==> src/rtl/if_prefetch_pkg.sv <==
// Shared constants and fetch-FSM encoding for the instruction prefetch stage.
package if_prefetch_pkg;

  localparam logic RST_ENABLE    = 1'b1;
  localparam logic TRUE_V        = 1'b1;
  localparam logic FALSE_V       = 1'b0;
  localparam int   INST_ADDR_BUS = 32;
  localparam int   INST_BUS      = 32;

  typedef enum logic [1:0] {
    ST_IDLE    = 2'b00,
    ST_REQ     = 2'b01,
    ST_WAIT    = 2'b10,
    ST_DISCARD = 2'b11
  } fetch_state_e;

endpackage

==> src/rtl/if_prefetch_fifo.sv <==
// Circular prefetch queue: head visible combinationally, flush clears all entries.
module if_fifo
  import if_prefetch_pkg::*;
#(
  parameter int WIDTH = 64,
  parameter int DEPTH = 4
) (
  input  logic                     clk,
  input  logic                     rst,
  input  logic                     flush,
  input  logic                     push,
  input  logic [WIDTH-1:0]         din,
  input  logic                     pop,
  output logic [WIDTH-1:0]         dout,
  output logic [$clog2(DEPTH):0]   count,
  output logic                     full,
  output logic                     empty
);

  localparam int PW = $clog2(DEPTH);

  logic [WIDTH-1:0] mem [DEPTH];
  logic [PW-1:0]    wr_ptr;
  logic [PW-1:0]    rd_ptr;
  logic [PW:0]      cnt;
  logic             do_push;
  logic             do_pop;

  assign empty   = (cnt == '0);
  assign full    = (cnt == (PW+1)'(DEPTH));
  assign count   = cnt;
  assign dout    = mem[rd_ptr];
  // A push into a full queue is accepted only when the head leaves the same cycle.
  assign do_pop  = pop && !empty;
  assign do_push = push && (!full || do_pop);

  always_ff @(posedge clk) begin
    if (rst == RST_ENABLE || flush) begin
      wr_ptr <= '0;
      rd_ptr <= '0;
      cnt    <= '0;
    end else begin
      if (do_push) wr_ptr <= wr_ptr + PW'(1);
      if (do_pop)  rd_ptr <= rd_ptr + PW'(1);
      case ({do_push, do_pop})
        2'b10:   cnt <= cnt + (PW+1)'(1);
        2'b01:   cnt <= cnt - (PW+1)'(1);
        default: cnt <= cnt;
      endcase
    end
  end

  always_ff @(posedge clk) begin
    if (do_push && !flush && rst != RST_ENABLE) mem[wr_ptr] <= din;
  end

endmodule

==> src/rtl/if_prefetch.sv <==
// Instruction-fetch stage with a credit-limited prefetch queue and redirect flush.
module if_prefetch
  import if_prefetch_pkg::*;
#(
  parameter int                ADDR_W   = INST_ADDR_BUS,
  parameter int                INST_W   = INST_BUS,
  parameter int                DEPTH    = 4,
  parameter logic [ADDR_W-1:0] RESET_PC = '0,
  parameter int                PC_STEP  = 4
) (
  input  logic              clk,
  input  logic              rst,
  input  logic              redirect,
  input  logic [ADDR_W-1:0] redirect_pc,
  output logic              mem_req,
  output logic [ADDR_W-1:0] mem_addr,
  input  logic              mem_ack,
  input  logic              mem_valid,
  input  logic [INST_W-1:0] mem_inst,
  output logic              id_valid,
  output logic [INST_W-1:0] id_inst,
  output logic [ADDR_W-1:0] id_pc,
  input  logic              id_ready,
  output logic              if_stall
);

  localparam int CW = $clog2(DEPTH) + 1;
  localparam int EW = ADDR_W + INST_W;

  fetch_state_e      state_q, state_d;
  logic [ADDR_W-1:0] fetch_pc_q, fetch_pc_d;
  logic [ADDR_W-1:0] req_pc_q, req_pc_d;
  logic [ADDR_W-1:0] mem_addr_q, mem_addr_d;

  logic              fifo_push;
  logic              fifo_pop;
  logic [EW-1:0]     fifo_head;
  logic [CW-1:0]     fifo_count;
  logic              fifo_empty;
  logic              unused_full;
  logic              outstanding;
  logic              credit;

  if_fifo #(
    .WIDTH (EW),
    .DEPTH (DEPTH)
  ) u_fifo (
    .clk   (clk),
    .rst   (rst),
    .flush (redirect),
    .push  (fifo_push),
    .din   ({req_pc_q, mem_inst}),
    .pop   (fifo_pop),
    .dout  (fifo_head),
    .count (fifo_count),
    .full  (unused_full),
    .empty (fifo_empty)
  );

  // Occupied slots plus the single in-flight request must stay below DEPTH.
  assign outstanding = (state_q != ST_IDLE);
  assign credit      = ({1'b0, fifo_count} + {{CW{1'b0}}, outstanding}) < (CW+1)'(DEPTH);

  assign mem_req  = (state_q == ST_REQ);
  assign mem_addr = mem_addr_q;
  assign id_valid = !fifo_empty;
  assign if_stall = fifo_empty;
  assign id_inst  = id_valid ? fifo_head[INST_W-1:0] : '0;
  assign id_pc    = id_valid ? fifo_head[EW-1:INST_W] : '0;
  assign fifo_pop = id_valid && id_ready;

  always_ff @(posedge clk) begin
    if (rst == RST_ENABLE) begin
      state_q    <= ST_IDLE;
      fetch_pc_q <= RESET_PC;
      req_pc_q   <= '0;
      mem_addr_q <= '0;
    end else begin
      state_q    <= state_d;
      fetch_pc_q <= fetch_pc_d;
      req_pc_q   <= req_pc_d;
      mem_addr_q <= mem_addr_d;
    end
  end

  always_comb begin
    state_d    = state_q;
    fetch_pc_d = fetch_pc_q;
    req_pc_d   = req_pc_q;
    mem_addr_d = mem_addr_q;
    fifo_push  = FALSE_V;
    if (redirect) begin
      fetch_pc_d = redirect_pc;
      // Any response already owed by memcontrol belongs to the old path.
      case (state_q)
        ST_REQ:              state_d = mem_ack ? ST_DISCARD : ST_IDLE;
        ST_WAIT, ST_DISCARD: state_d = mem_valid ? ST_IDLE : ST_DISCARD;
        default:             state_d = ST_IDLE;
      endcase
    end else begin
      case (state_q)
        ST_IDLE: begin
          if (credit) begin
            state_d    = ST_REQ;
            mem_addr_d = fetch_pc_q;
          end
        end
        ST_REQ: begin
          if (mem_ack) begin
            state_d    = ST_WAIT;
            req_pc_d   = fetch_pc_q;
            fetch_pc_d = fetch_pc_q + ADDR_W'(PC_STEP);
          end
        end
        ST_WAIT: begin
          if (mem_valid) begin
            fifo_push = TRUE_V;
            state_d   = ST_IDLE;
          end
        end
        default: begin
          if (mem_valid) state_d = ST_IDLE;
        end
      endcase
    end
  end

endmodule

==> config.mk <==
export PLATFORM = sky130hd
export DESIGN_NAME = if_prefetch
export DESIGN_NICKNAME = d
export VERILOG_FILES = /design/src/rtl/if_prefetch_pkg.sv /design/src/rtl/if_prefetch_fifo.sv /design/src/rtl/if_prefetch.sv
export SDC_FILE = /design/constraint.sdc
export NUM_CORES = 1
export LEC_CHECK = 0
export ABC_AREA = 1
export CAP_MARGIN = 20
export CORE_ASPECT_RATIO = 0.9
export CORE_UTILIZATION = 40
export CTS_BUF_LIST = sky130_fd_sc_hd__clkbuf_4
export DETAILED_ROUTE_END_ITERATION = 7
export GPL_ROUTABILITY_DRIVEN = 0
export PLACE_DENSITY = 0.72
export SYNTH_ARGS = -nofsm -noshare
export SYNTH_HDL_FRONTEND = slang
export SYNTH_SLANG_ARGS = --single-unit
==> constraint.sdc <==
create_clock -name clk -period 4.8 [get_ports clk]
set_input_delay 0.72 -clock clk [delete_from_list [all_inputs] [get_ports clk]]
set_output_delay 0.72 -clock clk [all_outputs]
set_load 0.02 [all_outputs]
==> flow_summary.json, run 1 <==
{
  "status": "completed",
  "vias_in_the_first_global_route": 10600,
  "ordered_list_of_cells_on_the_worst_path": "buf_4 > nor2_1 > nor2_1 > o21ai_0 > a21oi_1 > clkdlybuf4s50_1",
  "drt_first_pass_iters": 5,
  "final_max_slew_viol_count": 0,
  "synth_edf_count": 256,
  "asyncSetResetFlopFracSynth": 0,
  "synthCells": 1447,
  "cts_setup_buffers": 0,
  "layout.core_utilization": 0.496,
  "fp.dieArea_sq_mm": 0.0376,
  "insertion_delay_ns": 0.74,
  "drc_errors": 0,
  "drive_gt1_frac": 0.113,
  "worst_path_max_delay_cell": "sky130_fd_sc_hd__buf_4",
  "core-area_sq_mm": 0.0362,
  "timing_worst_slew_pin_value_ns": 1.10,
  "tritoncts_num_sinks": 363,
  "synth_seq_cells": 363,
  "synthMostInstantiatedCell": "sky130_fd_sc_hd__nor2_1",
  "totalWireLength_microns": 36100,
  "cts_tree": "done",
  "n_fill_cell": 3255,
  "crit_required_ns": 4.08,
  "floorplan.initialDensity": 0.407,
  "globalRouteTotalUtil": 0.193,
  "synth.net_count": 1523,
  "fin_nets": 1723,
  "combinational_family_with_the_most_area_after_synthesis": "simple AND/OR/NAND/NOR gates",
  "cts_inserted_buffers": 89,
  "comb_power_share": 0.059,
  "global_route.overflow_total": 0,
  "finalSetupViolCount": 0,
  "syn-mean-instance-area_sq_um": 10.2,
  "place_hpwl_microns": 22300,
  "post_cts_hold_buffer_count": 0,
  "yosys.cell_types.count": 35,
  "power.density_cell_area_mw_per_mm2": 348,
  "syn_to_final_growth_pct": 21.9,
  "timing.final.hold_violations": 0,
  "synth.cells.most_frequent": "365 x sky130_fd_sc_hd__nor2_1, 256 x sky130_fd_sc_hd__edfxtp_1, 197 x sky130_fd_sc_hd__o21ai_0",
  "synth_top_area_share": 0.522,
  "cp_common_cell": "sky130_fd_sc_hd__nor2_1",
  "clock-root-buffer": "sky130_fd_sc_hd__clkbuf_4",
  "p_total_mw": 6.24,
  "adder_cell_area_share_of_the_yosys_netlist": 0.00561,
  "crit_path_max_incr_delay_ns": 0.80,
  "crit_type": "flip-flop to output pin",
  "fmaxAchievable_mhz": 235,
  "maxCapViolations": 0,
  "synthesis.area_sq_mm": 0.0147,
  "clk_transition_reported_paths_ns": 0.07,
  "grt_antenna_before_repair": 1,
  "portBuffers": 168,
  "yosys.area_share.simple": 0.153,
  "cts_repair_resizes": 0,
  "floorplan.die.width_microns": 204,
  "fraction_of_synthesized_cell_area_in_xor_and_xnor_cells": 0.00654,
  "ir_worst_vdd_v": 0.000166,
  "share_clk_of_total_power": 0.387,
  "routedWlPerCell_microns": 16.5,
  "p_int_mw": 4.77,
  "height_of_the_chip_microns": 184,
  "synth.area.mux_share": 0,
  "timing.max_slew.rel_slack": 0.269,
  "grt_max_degree": 85,
  "synth.largest_area_cell": "sky130_fd_sc_hd__edfxtp_1",
  "postSynth.topFlopCell": "sky130_fd_sc_hd__edfxtp_1",
  "pwr-share-seq": 0.555,
  "worst-endpoint-arrival_ns": 3.53,
  "net_switching_component_of_the_power_mw": 1.46,
  "drt_iter0_markers": 934,
  "route.antenna.remaining_nets": 0,
  "timing.hold.worst.class": "flip-flop to flip-flop",
  "min_period_ns": 4.25,
  "fp-row-count": 66,
  "yosysWarnings": 0,
  "ratio_of_final_minimum_period_to_clock_period": 0.885,
  "grt_first_pass_wirelength_microns": 56400,
  "synth_compound_gate_area_share": 0.121,
  "cp-end-kind": "output pin",
  "clockBufferDepth": 3,
  "worst-path-max-fanout": 84,
  "skew_ns": 0.0485,
  "synth.yosys.seq_area_share": 0.668,
  "ioPinCount": 169,
  "power_switching_share": 0.235,
  "synth_area_leaders": "sky130_fd_sc_hd__edfxtp_1 52%, sky130_fd_sc_hd__dfxtp_1 15%, sky130_fd_sc_hd__nor2_1 9.3%, sky130_fd_sc_hd__o21ai_0 6.7%, sky130_fd_sc_hd__a21oi_1 4.4%",
  "power.static_leakage_nw": 6.36,
  "worst_setup_path_start_kind": "flip-flop",
  "vias_per_cell": 5.01,
  "setup_tns_ns": 0,
  "htree_levels": 3,
  "overall_via_count_from_detail_route": 10900,
  "grt_setup_unrepaired": "no"
}
-- area by class of cell --
class | count | area, sq um | area share
Antenna cell | 1 | 2.50 | 0.000139
Clock buffer | 127 | 953 | 0.0531
Clock inverter | 23 | 108 | 0.00600
Inverter | 88 | 332 | 0.0185
Multi-Input combinational cell | 916 | 4240 | 0.236
Sequential cell | 363 | 9830 | 0.548
Tap cell | 476 | 596 | 0.0332
Timing Repair Buffer | 189 | 1880 | 0.105
-- power groups by stage --
stage / Combinational, mW / Sequential, mW / Clock, mW
final: 0.366 / 3.46 / 2.41
after global routing: 0.398 / 3.47 / 2.64
after CTS: 0.365 / 3.46 / 2.49
after detailed placement: 0.363 / 3.52 / 0
after global placement: 0.357 / 3.52 / 0
after floorplan: 0.158 / 3.53 / 0
-- through the flow --
stage               worst slack [ns]  instance area, sq um  hold WS (ns)  instances
floorplan                     0.0598                 14700         0.436       1447
global placement                1.27                 16900         0.437       2032
detailed placement              1.28                 16900         0.436       2032
CTS                            0.458                 17900         0.452       2182
global route                   0.272                 17900         0.462       2183
finish                         0.552                 17900         0.451       2183
-- layout by cell type, fill, tap and decap left out, drive strengths merged, types with 21 or more instances in the layout --
cell,netlist,routed
nand3,33,33
clkbuf,36,127
clkdlybuf4s50,0,168
nor2,376,376
buf,44,21
a21oi,130,130
edfxtp,256,256
o21ai,204,204
dfxtp,107,107
inv,88,90
nand2,120,120
-- cell families (layout without fill, tap and decap cells) --
logic type / Yosys count / after routing
XOR/XNOR: 11 / 11
flip-flops: 363 / 363
adder cells (fa/ha/maj): 6 / 6
buffers and inverters: 168 / 427
other: 0 / 1
AND/OR/NAND/NOR: 551 / 551
AO/OA/AOI/OAI: 348 / 348
-- per-layer routing --
metal	vias to the layer above	track usage	part of all wire
li1	5379	-	-
met3	62	0.0393	0.077
met5	-	0	0
met1	5073	0.269	0.46
met4	0	0.0776	0.022
met2	432	0.292	0.44
-- registers in the layout, summed over array words and instances, names as in the netlist, named ones only --
signal	flops
mem_addr	32
state_q	2
u_fifo.mem	256
req_pc_q	32
u_fifo.wr_ptr	2
fetch_pc_q	32
u_fifo.count	3
u_fifo.rd_ptr	2
-- worst max-delay path, delay by kind of cell (launching register included) --
kind / cells / cell delay, ns
flip-flops: 1 / 0.67
AO/OA/AOI/OAI: 2 / 0.40
AND/OR/NAND/NOR: 2 / 0.22
buffers and inverters: 2 / 1.47
-- worst paths after layout --
path	depth (start not counted)	startpoint	to	slack [ns]
max reg2reg	6	state_q[1]	u_fifo.mem[2][30]	2.21
min	2	mem_addr[10]	mem_addr[10]	0.45
min reg2reg	2	mem_addr[10]	mem_addr[10]	0.45
max	6	flip-flop	id_pc[16]	0.55
Power figures use the tool's default switching activity.
==> run 2, diff against run 1 <==
--- a/config.mk
+++ b/config.mk
@@ -12,7 +12,9 @@
 export CTS_BUF_LIST = sky130_fd_sc_hd__clkbuf_4
 export DETAILED_ROUTE_END_ITERATION = 7
 export GPL_ROUTABILITY_DRIVEN = 0
+export HOLD_SLACK_MARGIN = 0.15
 export PLACE_DENSITY = 0.72
+export RECOVER_POWER = 100
 export SYNTH_ARGS = -nofsm -noshare
 export SYNTH_HDL_FRONTEND = slang
 export SYNTH_SLANG_ARGS = --single-unit
==> run 2 against run 1 <==
Net effect: sequential share of layout area is 0.30 points higher; the flow now finishes with violations (capacitance limit, slew limit); clock skew is 0.0028 ns higher; global-route usage stayed put; first-iteration DRC count is 3.0% higher; core utilization is 0.27 points lower; critical path type unchanged; wire length hardly changed; maximum frequency is 2.5% lower; largest power group unchanged; clock power hardly changed; via count hardly changed; register-to-register slack worse by 1.5 ns; clock-buffer cell count stayed put; cell area is 0.54% lower; critical endpoint unchanged.
==> flow_summary.json, run 2 (same netlist as run 1, synthesis figures left out) <==
{
  "status": "complete, but fails checks",
  "violated_checks": "capacitance limit, slew limit",
  "cp_common_cell": "sky130_fd_sc_hd__nor2_1",
  "p_int_mw": 4.75,
  "ioPinCount": 169,
  "floorplan.die.width_microns": 204,
  "worst_hold_slack_ns": 0.448,
  "min_period_ns": 4.36,
  "place_worst_setup_slack_ns": 1.28,
  "crit_required_ns": 4.08,
  "floorplan.initialDensity": 0.407,
  "finalSetupViolCount": 0,
  "skew_ns": 0.0513,
  "vias_per_cell": 5.02,
  "fin_nets": 1723,
  "pwr-share-seq": 0.557,
  "comb_power_share": 0.056,
  "grt_antenna_before_repair": 1,
  "clockBufferDepth": 3,
  "core-area_sq_mm": 0.0362,
  "cts_inserted_buffers": 89,
  "cp-endpoint": "id_pc[16]",
  "cts_repair_resizes": 0,
  "share_clk_of_total_power": 0.388,
  "cts_tree": "done",
  "crit_type": "flip-flop to output pin",
  "finalNonFillerCells": 2184,
  "n_fill_cell": 3275,
  "multi_input_comb_area_sq_mm": 0.00421,
  "route.antenna.remaining_nets": 0,
  "p_total_mw": 6.21,
  "setup_tns_ns": 0,
  "power_switching_share": 0.235,
  "clk_transition_reported_paths_ns": 0.07,
  "grt_setup_unrepaired": "no",
  "finalWorstSetupSlack_ns": 0.443,
  "global_route.overflow_total": 0,
  "insertion_delay_ns": 0.74,
  "totalWireLength_microns": 36000,
  "htree_levels": 3,
  "syn_to_final_growth_pct": 21.2,
  "drive_gt1_frac": 0.105,
  "hold_path_origin": "mem_addr[10]",
  "clock-root-buffer": "sky130_fd_sc_hd__clkbuf_4",
  "grt_max_degree": 85,
  "drt_first_pass_iters": 6,
  "top_library_cells_by_usage_in_the_layout_fill_and_taps_aside": "364 x sky130_fd_sc_hd__nor2_1, 256 x sky130_fd_sc_hd__edfxtp_1, 200 x sky130_fd_sc_hd__o21ai_0, 130 x sky130_fd_sc_hd__a21oi_1, 128 x sky130_fd_sc_hd__clkbuf_4",
  "globalRouteMet2Util": 0.292,
  "max_flop_register": "u_fifo.mem",
  "timing.final.hold_violations": 0,
  "worst_path_max_delay_cell": "sky130_fd_sc_hd__clkbuf_4",
  "overall_via_count_from_detail_route": 11000,
  "fp-row-count": 66,
  "reg2reg_setup_slack_ns": 0.71,
  "fmaxAchievable_mhz": 230,
  "timing.hold.worst.class": "flip-flop to flip-flop",
  "area.sequential_sq_mm": 0.00983,
  "drt_iter0_markers": 962,
  "height_of_the_chip_microns": 184,
  "maxCapViolations": 3,
  "net_switching_component_of_the_power_mw": 1.46,
  "layout.core_utilization": 0.493,
  "portBuffers": 168,
  "drc_errors": 0,
  "place.detailed.instances": 2032,
  "worst_setup_path_start_kind": "flip-flop",
  "power.static_leakage_nw": 6.62,
  "post-route-cell-area_sq_mm": 0.0178,
  "crit_path_max_incr_delay_ns": 0.90,
  "fp.dieArea_sq_mm": 0.0376,
  "grt_first_pass_wirelength_microns": 56400,
  "tritoncts_num_sinks": 363,
  "worstRegToRegCells": 6,
  "rr_startpoint": "state_q[1]",
  "place_area_sq_mm": 0.0169,
  "ordered_list_of_cells_on_the_worst_path": "clkbuf_4 > nor2_1 > nor2_1 > o21ai_0 > a21oi_1 > clkdlybuf4s50_1",
  "gr-usage-met3": 0.0393,
  "largest_register_ffs": 256,
  "worst-endpoint-arrival_ns": 3.64,
  "ir_worst_vdd_v": 0.000161,
  "final_max_slew_viol_count": 88,
  "cp-end-kind": "output pin",
  "timing_worst_slew_pin_value_ns": 2.53,
  "power.density_cell_area_mw_per_mm2": 348,
  "place_hpwl_microns": 22300,
  "layout.cells.most_common": "sky130_fd_sc_hd__nor2_1",
  "timing.max_slew.rel_slack": -0.687,
  "cts_setup_buffers": 0,
  "vias_in_the_first_global_route": 10600,
  "post_cts_hold_buffer_count": 0,
  "ratio_of_final_minimum_period_to_clock_period": 0.908,
  "routedWlPerCell_microns": 16.5,
  "critical_path.reg2reg.endpoint": "u_fifo.mem[2][49]",
  "worst-path-max-fanout": 84,
  "globalRouteTotalUtil": 0.193,
  "global_route.peak_usage_layer": "met2",
  "gr-usage-met1": 0.269
}
## run 2: cell count changes in the layout (fill, tap and decap cells not counted), sizes merged
cell	previous run	this run
buf	21	11
clkbuf	127	137
clkdlybuf4s50	168	41
clkinv	19	18
diode	1	2
dlygate4sd3	0	127
inv	90	91
## run 2: layout make-up
class / count / share of cell area
clock buffers: 127 / 0.0534
well taps: 476 / 0.0334
clock inverters: 23 / 0.00603
inverters: 88 / 0.0185
flip-flops and latches: 363 / 0.551
diodes: 2 / 0.000280
repair buffers: 189 / 0.101
multi-input cells: 916 / 0.236
## run 2: layer usage
layer	wire, microns	part of all wire
met5	0	0
met4	758	0.021
met3	2480	0.069
met2	16100	0.45
met1	16700	0.46
## run 2: power by group through the flow
| stage | Sequential, mW | Clock, mW | Combinational, mW |
|---|---|---|---|
| floorplan | 3.53 | 0 | 0.158 |
| global placement | 3.52 | 0 | 0.357 |
| detailed placement | 3.52 | 0 | 0.363 |
| CTS | 3.46 | 2.49 | 0.365 |
| global route | 3.46 | 2.64 | 0.379 |
| finish | 3.46 | 2.41 | 0.346 |
## run 2: how the worst min path moves through the flow
stage	depth (start not counted)	slack [ns]	to
after CTS	2	0.45	mem_addr[16]
after global routing	2	0.46	mem_addr[6]
after floorplan	2	0.44	flip-flop
after global placement	2	0.44	mem_addr[18]
final	2	0.45	mem_addr[10]
after detailed placement	2	0.44	mem_addr[16]
## run 2: critical path, delay by kind of cell, from the launching register on
family	cells	cell delay, ns
buffers and inverters	2	1.57
AOI/OAI and AO/OA	2	0.42
DFF	1	0.67
and+or+nand+nor	2	0.23
